--- config.mk ---
export PLATFORM = sky130hd
export DESIGN_NAME = spi_wishbone_master
export DESIGN_NICKNAME = d
export VERILOG_FILES = /design/src/rtl/spi_wishbone_master.sv
export SDC_FILE = /design/constraint.sdc
export NUM_CORES = 1
export LEC_CHECK = 0
export CAP_MARGIN = 10
export CELL_PAD_IN_SITES_DETAIL_PLACEMENT = 0
export CELL_PAD_IN_SITES_GLOBAL_PLACEMENT = 1
export CORE_MARGIN = 2
export CORE_UTILIZATION = 48
export DETAILED_ROUTE_END_ITERATION = 6
export PLACE_DENSITY_LB_ADDON = 0.1
export SYNTH_ARGS = -nofsm -noshare
export SYNTH_HDL_FRONTEND = slang
export SYNTH_SLANG_ARGS = --single-unit
--- constraint.sdc ---
create_clock -name clk -period 7.3 [get_ports clk]
set_clock_uncertainty 0.2 [all_clocks]
set_input_delay 1.095 -clock clk [delete_from_list [all_inputs] [get_ports clk]]
set_output_delay 1.095 -clock clk [all_outputs]
set_load 0.02 [all_outputs]
--- src/rtl/spi_wishbone_master.sv ---
// SPI-slave (mode 0) to Wishbone-classic master bridge: one 8-bit read or write per frame.
// SPI pins are oversampled in the clk domain; SCK never clocks a flop.
module spi_wishbone_master #(
    parameter int SYNC_STAGES = 2,
    parameter int WB_TIMEOUT  = 255
) (
    input  logic       clk,
    input  logic       rst_n,
    input  logic       spi_sck,
    input  logic       spi_csn,
    input  logic       spi_sdi,
    output logic       spi_sdo,
    output logic       wb_cyc_o,
    output logic       wb_stb_o,
    output logic       wb_we_o,
    output logic [6:0] wb_adr_o,
    output logic [7:0] wb_dat_o,
    input  logic [7:0] wb_dat_i,
    input  logic       wb_ack_i
);

    typedef enum logic [2:0] {IDLE, CMD, WB_READ, DATA, WB_WRITE, DRAIN} state_t;

    localparam logic [15:0] WAIT_LAST = 16'(WB_TIMEOUT - 1);

    state_t                 state;
    logic [SYNC_STAGES-1:0] sck_sr, csn_sr, sdi_sr;
    logic                   sck_d, csn_d;
    logic                   sck_s, csn_s, sdi_s;
    logic                   sck_rise, sck_fall, csn_fall;
    logic [6:0]             shreg;
    logic [7:0]             byte_in;
    logic [7:0]             tx;
    logic [3:0]             bit_cnt;
    logic                   rw;
    logic                   abort;
    logic [15:0]            wait_cnt;
    logic                   wb_done;
    logic                   rd_late;

    assign sck_s    = sck_sr[SYNC_STAGES-1];
    assign csn_s    = csn_sr[SYNC_STAGES-1];
    assign sdi_s    = sdi_sr[SYNC_STAGES-1];
    assign sck_rise = sck_s & ~sck_d;
    assign sck_fall = ~sck_s & sck_d;
    assign csn_fall = ~csn_s & csn_d;
    assign byte_in  = {shreg, sdi_s};
    assign wb_done  = wb_stb_o & (wb_ack_i | (wait_cnt == WAIT_LAST));
    // Read data is only usable if the master has not yet sampled the first bit of byte1.
    assign rd_late  = (bit_cnt != 4'd0) | sck_rise | ~wb_ack_i;

    // While the read is pending, drive 1s so a late byte reads back as 0xFF.
    assign spi_sdo = ~csn_s & ~abort &
                     ((state == DATA && !rw) ? tx[7] : (state == WB_READ));

    always_ff @(posedge clk or negedge rst_n) begin
        if (!rst_n) begin
            sck_sr <= '0;
            csn_sr <= '1;
            sdi_sr <= '0;
            sck_d  <= 1'b0;
            csn_d  <= 1'b1;
        end else begin
            sck_sr <= {sck_sr[SYNC_STAGES-2:0], spi_sck};
            csn_sr <= {csn_sr[SYNC_STAGES-2:0], spi_csn};
            sdi_sr <= {sdi_sr[SYNC_STAGES-2:0], spi_sdi};
            sck_d  <= sck_s;
            csn_d  <= csn_s;
        end
    end

    always_ff @(posedge clk or negedge rst_n) begin
        if (!rst_n) begin
            state    <= IDLE;
            shreg    <= '0;
            tx       <= '0;
            bit_cnt  <= '0;
            rw       <= 1'b0;
            abort    <= 1'b0;
            wait_cnt <= '0;
            wb_cyc_o <= 1'b0;
            wb_stb_o <= 1'b0;
            wb_we_o  <= 1'b0;
            wb_adr_o <= '0;
            wb_dat_o <= '0;
        end else begin
            case (state)
                IDLE: begin
                    if (csn_fall) begin
                        state   <= CMD;
                        bit_cnt <= '0;
                        abort   <= 1'b0;
                    end
                end
                CMD: begin
                    if (csn_s) begin
                        state <= IDLE;
                    end else if (sck_rise) begin
                        shreg   <= byte_in[6:0];
                        bit_cnt <= bit_cnt + 4'd1;
                        if (bit_cnt == 4'd7) begin
                            wb_adr_o <= byte_in[6:0];
                            rw       <= byte_in[7];
                            bit_cnt  <= '0;
                            if (byte_in[7]) begin
                                state <= DATA;
                            end else begin
                                state    <= WB_READ;
                                wb_cyc_o <= 1'b1;
                                wb_stb_o <= 1'b1;
                                wait_cnt <= '0;
                            end
                        end
                    end
                end
                WB_READ: begin
                    // Keep counting byte1 bits so DATA ends on the right SCK edge.
                    if (csn_s) abort <= 1'b1;
                    if (sck_rise && !csn_s && !abort && bit_cnt != 4'd8)
                        bit_cnt <= bit_cnt + 4'd1;
                    if (wb_done) begin
                        wb_cyc_o <= 1'b0;
                        wb_stb_o <= 1'b0;
                        tx       <= rd_late ? 8'hFF : wb_dat_i;
                        if (abort || csn_s)
                            state <= IDLE;
                        else if (bit_cnt == 4'd8 || (bit_cnt == 4'd7 && sck_rise))
                            state <= DRAIN;
                        else
                            state <= DATA;
                    end else begin
                        wait_cnt <= wait_cnt + 16'd1;
                    end
                end
                DATA: begin
                    if (csn_s) begin
                        state <= IDLE;
                    end else begin
                        // Falls before the first byte1 sample belong to byte0.
                        if (sck_fall && bit_cnt != 4'd0)
                            tx <= {tx[6:0], 1'b0};
                        if (sck_rise) begin
                            shreg   <= byte_in[6:0];
                            bit_cnt <= bit_cnt + 4'd1;
                            if (bit_cnt == 4'd7) begin
                                if (rw) begin
                                    wb_dat_o <= byte_in;
                                    wb_cyc_o <= 1'b1;
                                    wb_stb_o <= 1'b1;
                                    wb_we_o  <= 1'b1;
                                    wait_cnt <= '0;
                                    state    <= WB_WRITE;
                                end else begin
                                    state <= DRAIN;
                                end
                            end
                        end
                    end
                end
                WB_WRITE: begin
                    if (csn_s) abort <= 1'b1;
                    if (wb_done) begin
                        wb_cyc_o <= 1'b0;
                        wb_stb_o <= 1'b0;
                        wb_we_o  <= 1'b0;
                        state    <= (abort || csn_s) ? IDLE : DRAIN;
                    end else begin
                        wait_cnt <= wait_cnt + 16'd1;
                    end
                end
                DRAIN: begin
                    if (csn_s) state <= IDLE;
                end
                default: state <= IDLE;
            endcase
        end
    end

endmodule

# Word level (Yosys, flattened, before mapping)
# Cells that the tools add are included.
[op_classes]
reduce_logical = 30
n_eq_ne = 30
bitwise_logic = 14
addsub = 2
n_mux = 54
[ops]
columns = ["operator", "n"]
rows = [
  ["$mux 16", 9],
  ["$pmux 16 s3", 1],
  ["$mux 3", 13],
  ["$mux 8", 4],
  ["$mux 4", 7],
  ["$ne 2x2->1 const B", 12],
  ["$reduce_and 10->1", 2],
  ["$pmux 3 s6", 1],
  ["$add 16x1->16 const B", 1],
  ["$eq 16x8->1 const B", 1],
  ["$pmux 4 s4", 1],
  ["$pmux 8 s2", 1],
  ["$mux 1", 14],
  ["$ne 2x1->1 const B", 5],
  ["$ne 3x3->1 const B", 3],
  ["$reduce_and 4->1", 2],
  ["$reduce_and 8->1", 1],
  ["$reduce_bool 4->1", 2],
  ["$reduce_and 7->1", 1],
  ["$and 1x1->1", 6],
  ["$eq 3x2->1 const B", 2],
  ["$eq 3x3->1 const B", 2],
  ["$logic_and 1x1->1", 6],
  ["$reduce_and 3->1", 2],
  ["other kinds (18)", 31],
]
[word_totals]
output_inout_bits = 19
word_cells = 146
inputBits = 14
regBits = 65

# Logic depth before layout (Yosys ltp)
# Gate-level depths: netlist of the first run.
[logic_depth]
ltp_word = 8
mapped_depth = 9
ltp_nobuf = 7

# Worst setup path before layout of the first run
# Ideal clock, no wire load.
[synth_path]
path_type = "register to output"
from = "register csn_sr[1]"
to = "output port spi_sdo"
path_stages_with_launch = 4
setup_slack_ns = 4.689
arrival_time_ns = 1.316
n_path_buf = 1
required_ns = 6.005
cell_sequence = "dfstp_2 -> clkbuf_1 -> or2_2 -> nor3_1"
[synth_between]
elab_chain_cells = 3
[synth_lines]
columns = ["item", "line_no", "text"]
rows = [
  ["start: declaration", "27", "logic [SYNC_STAGES-1:0] sck_sr, csn_sr, sdi_sr;"],
  ["start signal: assignment", "65", "csn_sr <= {csn_sr[SYNC_STAGES-2:0], spi_csn};"],
  ["$not 1->1 (no line)", "-", ""],
  ["$and 1x1->1 (2 in a row)", "53", "assign spi_sdo = ~csn_s & ~abort &"],
  ["end: declaration", "12", "output logic spi_sdo,"],
]
# Every way passes these cells.

# Final worst setup path of the first run
[layout_path]
from = "register state[2]"
to = "output port spi_sdo"
[layout_between]
elab_chain_cells = 4
word_cells_on_any_way = 5
cone_classes = "eq/ne: 2; mux: 1; bitwise: 1; reduce/logical: 1"
[layout_lines]
columns = ["item", "line_no", "text"]
rows = [
  ["start: declaration", "26", "state_t state;"],
  ["start signal: assignment", "166", "state <= (abort || csn_s) ? IDLE : DRAIN;"],
  ["$eq 3x2->1", "54", "((state == DATA && !rw) ? tx[7] : (state == WB_READ));"],
  ["$logic_and 1x1->1", "54", ""],
  ["$mux 1 (*)", "54", ""],
  ["$and 1x1->1 (*)", "53", ""],
]
# Mark *: on every way between the ends. The rest lies on a longest branch, timed or not.

==> results.py, run 1 <==
metrics = {
    "timing": {
        "hold_viol_final": 0,
        "finalCritPeriodShare": 0.4760,
        "fmax_mhz": 287.8,
        "slew_headroom": 0.4594,
        "tns_ns": 0,
        "worst_pin_slew_ns": 0.8065,
        "final-setup-viol-count": 0,
        "fin_crit_ns": 3.475,
        "grt_setup_unrepaired": "no",
        "slew_violations": 0,
    },
    "cts": {
        "cts_setup_buffers": 0,
        "htree_levels": 3,
        "postCtsHoldBufs": 0,
        "cts_made_buffers": 9,
        "clkTransAtPathRegs_ns": 0.08,
        "clk_latency_ns": 0.36,
        "ctsResizeCount": 0,
        "cts_tree": "done",
        "clockBufferDepth": 2,
        "clockRootBuffer": "clkbuf_8",
        "cts_num_sinks": 65,
    },
    "synth": {
        "synth_fp_nets": 329,
        "ys_types": 60,
        "syn_area_um2": 3287,
        "synth_compound_area_frac": 0.1249,
        "synthCells": 311,
        "synth_edf_count": 0,
        "synth_adder_area_share": 0.01827,
        "synthMuxAreaShare": 0.1218,
        "synth_top_family_by_area": "simple AND/OR/NAND/NOR gates",
        "synth_area_per_cell_um2": 10.57,
        "yosys_warnings": 0,
        "ys_seq_elements": 65,
        "synth-seq-area-share": 0.4960,
        "synthSimpleGateAreaFrac": 0.2010,
        "synth_async_sr_flop_share": 1.000,
        "synth_flop_cell": "dfrtp_1",
        "synthXorXnorAreaFrac": 0,
    },
    "place": {
        "routabilityCongestion": 0.8824,
        "placed_cells": 407,
        "io_buffers": 32,
        "place_hpwl_um": 4728,
        "placed_area_um2": 3630,
    },
    "floorplanning": {
        "pin_count": 33,
        "fp.dieW_um": 86.75,
        "start_util": 0.4892,
        "rows": 30,
        "core_um2": 6719,
        "dieArea_um2": 7526,
        "die_y_um": 86.75,
    },
    "global_routing": {
        "antenna_found_initial": 0,
        "first_global_vias": 2360,
        "grt_pass1_wl_um": 11830,
        "grt_usage": 0.2066,
        "grt_overflow": 0,
        "grt_start_max_net_pins": 66,
    },
    "final_layout": {
        "drive_above_1_share": 0.1691,
        "finalNonFillerCells": 423,
        "diodes": 0,
        "fin_area_um2": 3837,
        "syn2layout_area_growth_pct": 16.75,
        "nets": 356,
    },
    "routing": {
        "drtIter0Drc": 190,
        "drt-pass1-iter-count": 4,
        "drcViolationCount": 0,
        "drtAntennaViolNets": 0,
        "wl_um": 6885,
        "vias": 2442,
        "wire_per_inst_um": 16.28,
        "via_per_inst": 5.773,
    },
    "flow_run": {
        "max_cap_viol_count": 0,
    },
    "critical_path": {
        "path_cells": "nand2b_1 -> nor3_1 -> clkdlybuf4s50_1",
        "crit_path_start": "state[2]",
        "slowest_stage": "clkdlybuf4s50_1",
        "startpoint_type": "register",
        "critPathTopFamily": "buffers and inverters",
        "crit_arrival_ns": 2.18,
        "required_ns": 6.00,
        "rr_startpoint": "state[2]",
        "cp-end-kind": "output port",
        "crit_type": "register to output port",
        "crit_fanout": 19,
        "critical-path-max-stage-delay_ns": 0.64,
        "crit_buf_inv": 1,
    },
    "pwr": {
        "p_leak_nw": 1.593,
        "powerDensity_nw_per_um2": 319.1,
        "ir_drop_v": 0.0001336,
    },
    "hold_path": {
        "hp-start": "sck_sr[0]",
        "hold_class": "register to register",
    },
    "status": {
        "status": "finished clean",
    },
}
## kinds of logic after synthesis
family	count (synthesis)
AOI/OAI and AO/OA	60
adders and majority gates	5
buffers and inverters	28
DFF	65
muxes	36
and+or+nand+nor	117
## area by class of cell
cell class | instances | area (um2)
clock buffer | 9 | 123.9
timing repair buffer | 34 | 330.3
fill | 619 | 2882
inverter | 10 | 37.54
multi-input combinational | 218 | 1531
tap | 80 | 100.1
sequential | 65 | 1630
clock inverter | 7 | 83.83
## sequential cells by signal, summed over array words and instances (netlist names)
register  flops
bit_cnt       4
sdi_sr        2
wb_dat_o      8
tx            8
sck_d         1
rw            1
shreg         7
abort         1
wb_adr_o      7
wait_cnt     16
wb_we_o       1
csn_sr        2
sck_sr        2
wb_stb_o      1
state         3
csn_d         1
## power breakdown
group | leakage, nW | total (mW) | switching [mW] | internal [mW]
Sequential | 0.822 | 0.543 | 0.100 | 0.443
Clock | 0.103 | 0.324 | 0.159 | 0.165
Combinational | 0.668 | 0.358 | 0.197 | 0.161
## layout by cell type, fill, tap and decap left out, types with 4 or more instances in the layout
| cell type | instances |
|---|---|
| dfrtp_1 | 62 |
| clkdlybuf4s50_1 | 31 |
| nor2_1 | 24 |
| mux2_2 | 24 |
| nand2_1 | 23 |
| a21oi_1 | 18 |
| nand3_1 | 16 |
| inv_1 | 10 |
| o211ai_1 | 10 |
| clkbuf_8 | 9 |
| o21ai_0 | 8 |
| or4_1 | 8 |
| mux2_1 | 8 |
| nand2b_1 | 6 |
| or2_2 | 4 |
| nand3b_1 | 4 |
| mux2i_1 | 4 |
| ha_1 | 4 |
| inv_6 | 4 |
## routing by layer
metal  up-vias  global-route usage  share of wire  routed length (um)
met5         -                   0              0                   0
met4         0             0.09375          0.020                 137
met3        11             0.04000          0.028                 191
met2        39              0.2832           0.42                2916
met1      1192              0.3149           0.53                3640
li1       1200                   -              -                   -
## path summary, 6_finish.rpt
check                              end  slack, ns  cells after the start
hold / removal               sck_sr[1]       0.15                      0
hold reg to reg              sck_sr[1]       0.15                      0
setup / recovery               spi_sdo       3.83                      3
setup reg to reg           wb_dat_o[4]       4.52                      4
min in group asynchronous    sck_sr[1]       0.71                      2
max in group asynchronous        tx[7]       5.65                      2
## through the flow
stage | utilization | worst slack [ns] | hold slack (ns) | total power, mW
2_1_floorplan | - | 4.689 | 0.1312 | 0.7982
3_3_place_gp | 0.5402 | 4.210 | 0.1332 | 0.8994
3_5_place_dp | 0.5402 | 4.160 | 0.1371 | 0.9082
4_1_cts | 0.5711 | 3.828 | 0.1550 | 1.235
5_1_grt | 0.5711 | 3.715 | 0.1626 | 1.315
6_report | 0.5711 | 3.825 | 0.1516 | 1.224
## cell usage after synthesis (3+ instances only)
cell type	instances	area, um2
dfrtp_1	62	1551
mux2_2	24	270.3
nor2_1	24	90.09
nand2_1	23	86.33
a21oi_1	18	90.09
nand3_1	16	80.08
clkbuf_1	12	45.04
inv_1	10	37.54
o211ai_1	10	75.07
mux2_1	8	90.09
o21ai_0	8	40.04
or4_1	8	60.06
nand2b_1	6	37.54
ha_1	4	50.05
mux2i_1	4	40.04
nand3b_1	4	30.03
or2_2	4	25.02
a22oi_1	3	22.52
a31oi_1	3	18.77
dfstp_2	3	78.83
nand4_1	3	18.77
nor2b_1	3	18.77
nor3_1	3	15.01
nor4_1	3	18.77
or3_1	3	18.77
## worst reg2reg max path: cells and delay by family (launching register included)
kind / cells / cell delay, ns
flip-flops: 1 / 0.59
AND/OR/NAND/NOR: 3 / 1.46
multiplexers: 1 / 0.42
(Power assumes the default switching activity.)
==> run 2: changes to the inputs <==
Settings changed: CORE_UTILIZATION 48 to 40.
Clock period 7.3 ns to 2.81 ns, I/O delays scaled along.
==> results.py, run 2 (synthesis gave the netlist of run 1 again) <==
metrics = {
    "timing": {
        "worst_pin_slew_ns": 0.7178,
        "grt_setup_unrepaired": "no",
        "finalCritPeriodShare": 0.9351,
        "slew_violations": 0,
        "fin_crit_ns": 2.628,
        "final-setup-viol-count": 0,
        "hold_viol_final": 0,
        "tns_ns": 0,
        "fmax_mhz": 380.6,
        "slew_headroom": 0.5215,
    },
    "routing": {
        "wire_per_inst_um": 15.83,
        "drt-pass1-iter-count": 4,
        "vias": 2471,
        "wl_um": 7250,
        "drcViolationCount": 0,
        "drtAntennaViolNets": 0,
        "drtIter0Drc": 70,
        "via_per_inst": 5.395,
    },
    "cts": {
        "cts_num_sinks": 65,
        "cts_tree": "done",
        "clkTransAtPathRegs_ns": 0.07,
        "clk_latency_ns": 0.34,
        "clockBufferDepth": 2,
        "cts_made_buffers": 9,
        "htree_levels": 3,
        "clockRootBuffer": "clkbuf_8",
    },
    "critical_path": {
        "rrSetupSlack_ns": 0.25,
        "slowest_stage": "clkdlybuf4s50_1",
        "rr_worst_depth": 5,
        "crit_type": "register to output port",
        "critPathTopFamily": "buffers and inverters",
        "critical-path-max-stage-delay_ns": 0.64,
        "startpoint_type": "register",
        "cp-end-kind": "output port",
        "r2r-end": "tx[1]",
        "crit_buf_inv": 1,
        "crit_arrival_ns": 2.01,
        "rr_startpoint": "wait_cnt[13]",
        "path_cells": "nand2b_1 -> nor3_1 -> clkdlybuf4s50_1",
        "crit_fanout": 9,
        "required_ns": 2.19,
    },
    "hold_path": {
        "holdPathEnd": "sck_sr[1]",
        "min_path_cells": 0,
        "hp-start": "sck_sr[0]",
        "hold_class": "register to register",
    },
    "final_layout": {
        "final_common_cell": "dfrtp_1",
        "drive_above_1_share": 0.1898,
        "multiInputGateArea_um2": 1531,
        "nets": 366,
        "top_regs": "wait_cnt x16, tx x8, wb_dat_o x8",
        "fill_cells": 791,
        "top_register": "wait_cnt",
        "syn2layout_area_growth_pct": 19.98,
        "layout_common_cells": "dfrtp_1, clkdlybuf4s50_1, nor2_1, mux2_2, nand2_1",
        "ff_latch_area_um2": 1630,
        "diodes": 0,
        "largest_reg_flops": 16,
    },
    "floorplanning": {
        "pin_count": 33,
        "start_util": 0.4062,
        "dieArea_um2": 8959,
        "fp.dieW_um": 94.65,
        "rows": 33,
        "die_y_um": 94.65,
        "core_um2": 8093,
    },
    "global_routing": {
        "antenna_found_initial": 0,
        "grt_pass1_wl_um": 12190,
        "grt_start_max_net_pins": 32,
        "grt_usage": 0.1747,
        "first_global_vias": 2448,
        "grt_overflow": 0,
    },
    "pwr": {
        "ir_drop_v": 0.0003466,
        "powerDensity_nw_per_um2": 813.7,
        "p_leak_nw": 1.637,
        "power_mw": 3.209,
    },
    "status": {
        "status": "finished clean",
    },
    "place": {
        "io_buffers": 32,
        "place_hpwl_um": 4923,
        "routabilityCongestion": 0.8219,
    },
    "flow_run": {
        "max_cap_viol_count": 0,
    },
}
==> run 2: layer usage <==
layer  part of all wire  vias up  track usage  wire [um]
li1                   -     1209            -          -
met1               0.50     1219       0.2349       3593
met2               0.46       33       0.2754       3334
met3              0.032       10      0.04868        230
met4              0.013        0      0.05193         92
met5                  0        -            0          0
==> run 2: worst max path at each step <==
stage | startpoint | cells after the start | to
after global placement | wait_cnt[13] | 5 | tx[2]
after global routing | state[1] | 3 | spi_sdo
after detailed placement | wait_cnt[13] | 5 | tx[1]
final | state[1] | 3 | spi_sdo
after CTS | state[1] | 3 | spi_sdo
after floorplan | wait_cnt[13] | 7 | wait_cnt[14]
==> run 2: what timing repair did <==
item,in CTS,in global routing
hold buffers,1,0
endpoints found under the hold margin,26,0
gates resized for setup,0,0
setup buffers,0,0
==> run 2: layout make-up <==
cell class | instances | share of cell area
Clock buffer | 10 | 0.03490
Clock inverter | 6 | 0.01713
Inverter | 10 | 0.009518
Multi-Input combinational cell | 218 | 0.3883
Sequential cell | 65 | 0.4134
Tap cell | 105 | 0.03331
Timing Repair Buffer | 44 | 0.1034
==> run 2: stage by stage <==
stage	cells	worst slack, ns	hold WS [ns]	utilization	instance area, um2
after floorplan	311	0.3520	-0.07409	-	3287
after global placement	441	0.3128	0.1378	0.4607	3729
after detailed placement	441	0.2700	0.1496	0.4607	3729
after CTS	458	0.1739	0.1612	0.4873	3944
after global routing	458	0.07957	0.1701	0.4873	3944
final	458	0.1825	0.1593	0.4873	3944
==> run 2: worst reg2reg max path, delay by kind of cell (launching register included) <==
family	cells	cell delay, ns
and+or+nand+nor	3	1.28
DFF	1	0.42
muxes	1	0.37
AOI/OAI and AO/OA	1	0.17
==> run 2: where the power goes <==
part / switching (mW) / leakage (nW) / internal (mW)
Combinational: 0.569 / 0.716 / 0.452
Sequential: 0.224 / 0.822 / 1.15
Clock: 0.378 / 0.0985 / 0.435
==> RTL change, RTL diff (config.mk and constraints of run 2) <==
Encoding of `state_t`: now one-hot (6 bits for 6 states).
--- a/src/rtl/spi_wishbone_master.sv
+++ b/src/rtl/spi_wishbone_master.sv
@@ -21,3 +21,3 @@
 
-    typedef enum logic [2:0] {IDLE, CMD, WB_READ, DATA, WB_WRITE, DRAIN} state_t;
+    typedef enum logic [5:0] {IDLE = 6'b000001, CMD = 6'b000010, WB_READ = 6'b000100, DATA = 6'b001000, WB_WRITE = 6'b010000, DRAIN = 6'b100000} state_t;
 
Function: no difference found for any inputs over 10 cycles, from zero or initial values and one cycle with rst_n low; not proved beyond that.
==> RTL change against run 2 <==
  * Sequential cell count rose by 3
  * Area after synthesis rose by 2.5%
  * Final area rose by 4.3%
  * Sequential share of layout area rose by 0.17 points
  * Routed wire length rose by 3.6%
  * Total power fell by 10%
  * Worst setup slack got worse by 40 ps
  * Non-clock buffer count rose by 5
  * Clock power rose by 2%
  * Via count rose by 1.1%
  * Combinational power fell by 22%
  * Fmax fell by 1.5%
  * First-iteration DRC count rose by 140%
  * Synthesized cell count fell by 4.5%
  * Highest routed layer unchanged
==> RTL change: results (changes against run 2) <==
Yosys
  – Netlist cell types: 63 (+5.0%)
  – Synth Instances: 297 (-4.5%)
  – YS warnings: 0 (unchanged)
  – Most common library cells after synthesis: dfrtp_1 (64), mux2_2 (20), nor2_1 (17)
  – Asr flop ratio synth: 100% (unchanged)
  – Register area share after synthesis: 50.7% (+1.1 points)
  – Synth area leaders: dfrtp_1 (48%), mux2_2 (6.7%), dfstp_2 (3.1%)
  – Post-Syn Nets: 315 (-4.3%)

Routing
  – Aggregate routed wire length: 7510 um (+3.6%)
  – Vias: 2499 (+1.1%)
  – Starting DRT DRC Count: 168 (+140%)

Worst setup path
  – Worst Setup SP: state[5]
  – CP arrival: 2710 ps (+700 ps)

Power and ir drop
  – Pleak: 1.84 nW (+12%)
  – Peak VDD IR: 0.000307 V (-12%)

Global route
  – First-pass GRT wire length: 12600 um (+3.7%)
  – Largest net degree at the start of global routing: 69 (+120%)
  – Number of global-route vias before repair: 2446 (-0.082%)
  – All-Layer GR Usage: 18.3% (+0.79 points)
  – Initial antenna violation count: 0 (unchanged)

Timing
  – Worst-Margin Slew: 761 ps (+43.5 ps)

Placed design
  – Post-DP HPWL: 5150 um (+4.6%)
  – GP Congestion: 0.809 (-1.6%)
  – Placed cell count: 440 (-0.23%)

Layout
  – Layout cells sized above 1: 22.2% (+3.2 points)
  – Final cell count without fillers: 457 (-0.22%)
  – Filler instances: 765 (-3.3%)
  – Layout net count: 365 (-0.27%)
  – ANT cells: 0 (unchanged)

Hold path
  – Hold Path Origin: sdi_sr[0]

Outcome
  – Run status: finished clean
RTL change: report_power, final:
group	switching, mW	internal (mW)
logic	0.407	0.388
registers	0.133	1.12
clock network	0.412	0.422
total	0.951	1.93
RTL change: cell families after synthesis:
kind of cell	synth area share, %
muxes	10.4
buffers and inverters	3.31
adders and majority gates	1.49
and+or+nand+nor	16.5
xor gates and xnor gates	0.520
AOI/OAI and AO/OA	17.2
DFF	50.7
RTL change: worst max-delay path, stage by stage (launching register included):
cell	delay (ps)
dfrtp_1	450
or4_4	570
or3_4	360
or3_1	590
mux2_4	380
RTL change: worst paths after layout:
check / to / slack (ps) / cells past startpoint
setup / recovery: wb_adr_o[2] / 140 / 4
hold / removal: sdi_sr[1] / 160 / 0
setup reg to reg: wb_adr_o[2] / 140 / 4
hold reg to reg: sdi_sr[1] / 160 / 0
max in group asynchronous: csn_sr[0] / 1650 / 3
min in group asynchronous: tx[3] / 400 / 3
RTL change: timing repair:
action | in CTS | in global routing
hold buffers | 1 | 0
resized for setup | 1 | 5
setup endpoints to repair | 1 | 17
cloned | 0 | 0
pin swaps | 0 | 0
setup buffers | 0 | 0
endpoints found under the hold margin | 64 | 0
RTL change: metrics by stage:
step	cell area, sq um	utilization [%]	power [mW]	setup slack [ps]
floorplan	3370	-	1.77	395
global placement	3890	47.6	2.05	107
detailed placement	3890	47.6	2.06	108
CTS	4110	50.2	2.91	14.2
global route	4110	50.3	3.06	64.9
finish	4110	50.3	2.88	143
RTL change: area by class of cell:
cell class                 instances  area [sq um]  area share (%)
sequential                        68          1710            41.5
multi-input combinational        204          1560            37.9
timing repair buffer              49           453            11.0
tap                              105           131            3.20
clock buffer                       9           124            3.01
clock inverter                     7          80.1            1.95
inverter                          15          56.3            1.37
RTL change: routing by layer:
layer,wire (um),GRT usage (%)
met5,0,0
met4,96,5.95
met3,313,5.17
met2,3360,26.5
met1,3740,26.4
